$ cat config.mk
export PLATFORM = sky130hd
export DESIGN_NAME = fifo_rd_ctl
export DESIGN_NICKNAME = d
export VERILOG_FILES = /design/src/rtl/fifo_rd_ctl.sv
export SDC_FILE = /design/constraint.sdc
export NUM_CORES = 1
export LEC_CHECK = 0
export ABC_CLOCK_PERIOD_IN_PS = 2150
export BUFFER_PORTS_ARGS = -buffer_cell sky130_fd_sc_hd__buf_2
export CAP_MARGIN = 20
export CORE_MARGIN = 5
export CORE_UTILIZATION = 45
export CTS_CLUSTER_DIAMETER = 120
export CTS_CLUSTER_SIZE = 12
export DETAILED_ROUTE_END_ITERATION = 10
export GPL_TIMING_DRIVEN = 0
export PLACE_DENSITY = 0.7
export SLEW_MARGIN = 15
export SYNTH_ARGS = -nofsm -noshare
export SYNTH_HDL_FRONTEND = slang
export SYNTH_SLANG_ARGS = --single-unit
export TNS_END_PERCENT = 50
$ cat constraint.sdc
create_clock -name clk -period 2.15 [get_ports clk]
set_clock_uncertainty 0.1 [all_clocks]
set_input_delay 0.43 -clock clk [delete_from_list [all_inputs] [get_ports clk]]
set_output_delay 0.43 -clock clk [all_outputs]
set_load 0.01 [all_outputs]
$ cat src/rtl/fifo_rd_ctl.sv
// Read-side controller for the lifting FIFO: pops words into a 2-entry
// skid buffer and presents them as a valid/ready stream with row markers.
module fifo_rd_ctl #(
  parameter int DW    = 15,
  parameter int FRAME = 256
) (
  input  logic          clk,
  input  logic          rst,
  input  logic          empty_r,
  output logic          enr_r,
  input  logic [DW-1:0] dataout_r,
  input  logic          flush,
  output logic          out_valid,
  input  logic          out_ready,
  output logic [DW-1:0] out_data,
  output logic          out_last
);

  localparam int IW = (FRAME > 1) ? $clog2(FRAME) : 1;
  localparam logic [IW-1:0] LAST = IW'(FRAME - 1);

  logic [DW-1:0] b0_q, b0_d;
  logic [DW-1:0] b1_q, b1_d;
  logic [1:0]    cnt_q, cnt_d;
  logic          infl_q;
  logic [IW-1:0] idx_q, idx_d;

  logic       pop;
  logic [1:0] occ;
  logic [1:0] left;

  assign pop  = (cnt_q != 2'd0) && out_ready;
  assign occ  = cnt_q + {1'b0, infl_q};
  assign left = cnt_q - {1'b0, pop};

  // A head leaving this cycle frees its slot, so full rate needs no 3rd entry
  assign enr_r = !rst && !empty_r && !flush
              && ((occ - {1'b0, pop}) < 2'd2);

  assign out_valid = (cnt_q != 2'd0);
  assign out_data  = b0_q;
  assign out_last  = out_valid && (idx_q == LAST);

  always_comb begin
    b0_d  = b0_q;
    b1_d  = b1_q;
    cnt_d = cnt_q;
    idx_d = idx_q;
    if (flush) begin
      cnt_d = 2'd0;
      idx_d = '0;
    end else begin
      if (pop) begin
        b0_d  = b1_q;
        idx_d = (idx_q == LAST) ? '0 : idx_q + IW'(1);
      end
      if (infl_q) begin
        if (left == 2'd0) b0_d = dataout_r;
        else              b1_d = dataout_r;
        cnt_d = left + 2'd1;
      end else begin
        cnt_d = left;
      end
    end
  end

  always_ff @(posedge clk or posedge rst) begin
    if (rst) begin
      b0_q   <= '0;
      b1_q   <= '0;
      cnt_q  <= 2'd0;
      infl_q <= 1'b0;
      idx_q  <= '0;
    end else begin
      b0_q   <= b0_d;
      b1_q   <= b1_d;
      cnt_q  <= cnt_d;
      infl_q <= enr_r;
      idx_q  <= idx_d;
    end
  end

endmodule
==> run metrics <==
pins over their slew limit 0; outcome finished with violations; Ys Warns 0; CTS Buf Count 5; die height 74.5 um; RSZ-0062 raised after global routing true; post-route setup slack -0.0195 ns; Placeable Area 4030 um^2; FMAX 461 MHz; Post-Layout Cell Count 269; PwrDens 1260 nW/um^2; largest net degree at the start of global routing 24; # setup viols final 6; Clock transition at path regs 0.08 ns; H-tree depth 2; crit-path cells o21ai_4, inv_4, ha_4, xnor2_4, ha_4, nor3b_4, buf_6, buf_6, mux2_4; Placed Cells 252; num ports 38; largest family of logic cells by synthesized area multiplexers; routed wire length 4380 um; initial antenna violation count 0; routed len/inst 16.3 um; Pre-antenna DRT Iters 4; number of synthesized flops with an enable pin 0; Async SR Flop Fraction 1.00; Critical Path Slowest Stage Cell dfrtp_2; worst-path maximum fanout 5; Top Family by Delay on Critical Path flip-flops; IO Port Bufs 37; Post-Syn Instances 164; slowest stage delay, CP 0.43 ns; # DRC 0; Final min period 2.17 ns; period utilization 1.01; post-synthesis xor/xnor area fraction 0.0234; Buf+Inv Stages, Crit Path 3; vias per inst 5.32; critical path capture point type flip-flop; Fin. Hold Viols 0; clock root buffer clkbuf_8; worst hold-check path type input port to async pin; Slew @ Worst Pin 0.503 ns; Mapped Avg Cell Area 11.4 um^2; startpoint type of the worst setup path flip-flop; post-synthesis cell type count 34; failing checks negative setup slack; post-synthesis share of cell area spent on full adders, half adders and majority gates 0.0201; Vias 1430; n_diodes 0; Routed Antenna Nets 0; vias in the first global route 1495; total track usage 0.176; Peak VDD IR 0.733 mV; post-synthesis mux area share 0.170; Rows 23; MaxCap Viol Count 0; hpwl dp 2770 um; Compound-Gate Fraction of Synth Area 0.0902; Mapped Area 1870 um^2; share of cells above drive strength 1 0.411; Starting DRT DRC Count 77; post-synthesis to final-layout area growth 34.1%; Die Area 5550 um^2; Hold Buf Count CTS 0; required time of the critical path 2.24 ns; Clock Latency Late Sink 0.30 ns; # clock sinks 41; Main synth FF type dfrtp_1; critical path type flip-flop to flip-flop; RePlAce Congestion 0.762; CTS tree done; first-pass GRT wire length 7270 um; Relative slew margins 0.665; fin nets 241; Starting Density 0.465; setup_tns -0.0904 ns; Synth Area in Simple Gates 0.120; syn nets 187; Yosys reg bits 41; chip width 74.5 um; GR Overflow Total 0; Pleak 1.27 nW; sequential share of the synthesized area 0.548; CP arrival 2.26 ns; Max Buffers Root-to-Sink 2
## layout make-up
cell class / count / area [um^2]
plain buffers: 6 / 50.0
clock buffers: 6 / 82.6
clock inverters: 2 / 37.5
fillers: 318 / 1520
inverters: 4 / 17.5
multi-input cells: 112 / 930
flip-flops and latches: 41 / 1030
well taps: 50 / 62.6
repair buffers: 48 / 303
## synthesized netlist by cell type, drive strengths merged, types with 2 or more instances
cell | n | area (um^2)
dfrtp | 41 | 1030
nor2 | 22 | 82.6
a21oi | 20 | 100
mux2 | 15 | 169
mux2i | 15 | 150
nand2 | 7 | 28.8
buf | 6 | 32.5
inv | 4 | 15.0
xor2 | 4 | 35.0
and3 | 3 | 18.8
ha | 3 | 37.5
nand3 | 3 | 15.0
o21ai | 3 | 18.8
a21o | 2 | 15.0
and4 | 2 | 20.0
## power by group
part           internal (W)  total [W]  switching, W
Sequential          0.00107    0.00125      0.000176
Clock              0.000377   0.000642      0.000265
Combinational      0.000674    0.00127      0.000597
Total               0.00212    0.00316       0.00104
## path summary, 6_finish.rpt
kind,to,cells after the start,slack [ns],from
worst max-delay path,b1_q[7],9,-0.02,cnt_q[1]
worst min-delay path,b1_q[8],2,0.04,rst
worst max register to register,b1_q[7],9,-0.02,cnt_q[1]
worst min register to register,b1_q[6],1,0.42,b1_q[6]
max in group asynchronous,idx_q[1],3,1.45,rst
min in group clk,infl_q,2,0.20,empty_r
## repair_timing
action                                  4_1_cts  5_1_grt
resized for setup                            29        6
endpoints found under the setup margin       30       30
pin swaps                                     4        4
buffers inserted                              6        3
gates cloned                                  1        0
## cell usage in the layout, fill, tap and decap left out, types with 2 or more instances in the layout
master and instances:
nor2_1 22, dfrtp_1 40, inv_1 2, o21ai_0 2, clkbuf_8 6, nand3_1 3, mux2_4 15, mux2i_1 15
buf_4 7, and3_1 3, buf_2 38, buf_6 7, xor2_1 4, a21o_1 2, nand2_1 6, a21oi_1 19
ha_4 2
## state kept, by name, indices dropped and copies added (netlist names)
signal    cells
b1_q         15
cnt_q         2
idx_q         8
infl_q        1
out_data     15
## cell families (layout without fill, tap and decap cells)
family,Yosys count,after routing
XOR/XNOR,5,5
AND/OR/NAND/NOR,44,44
adder cells (fa/ha/maj),3,3
AO/OA/AOI/OAI,30,30
flip-flops,41,41
buffers and inverters,11,66
multiplexers,30,30
## layer usage
| metal | vias to the layer above | part of all wire | GRT usage |
|---|---|---|---|
| met5 | - | 0 | 0 |
| met4 | 0 | 0.013 | 0.0494 |
| met3 | 6 | 0.053 | 0.0608 |
| met2 | 31 | 0.50 | 0.292 |
| met1 | 712 | 0.43 | 0.219 |
| li1 | 681 | - | - |
## metrics by stage
stage / total power, W / setup WS (ns) / hold slack, ns / cell area (um^2) / utilization
finish: 0.00316 / -0.0195 / 0.0447 / 2510 / 0.623
global route: 0.00339 / -0.0648 / 0.0706 / 2510 / 0.623
CTS: 0.00309 / -0.0380 / 0.0402 / 2460 / 0.610
detailed placement: 0.00225 / -0.435 / 0.369 / 2170 / 0.539
global placement: 0.00220 / -0.429 / 0.389 / 2150 / 0.533
floorplan: 0.00191 / -0.145 / 0.374 / 1900 / -
No activity file was read; power rests on OpenSTA's default activity.
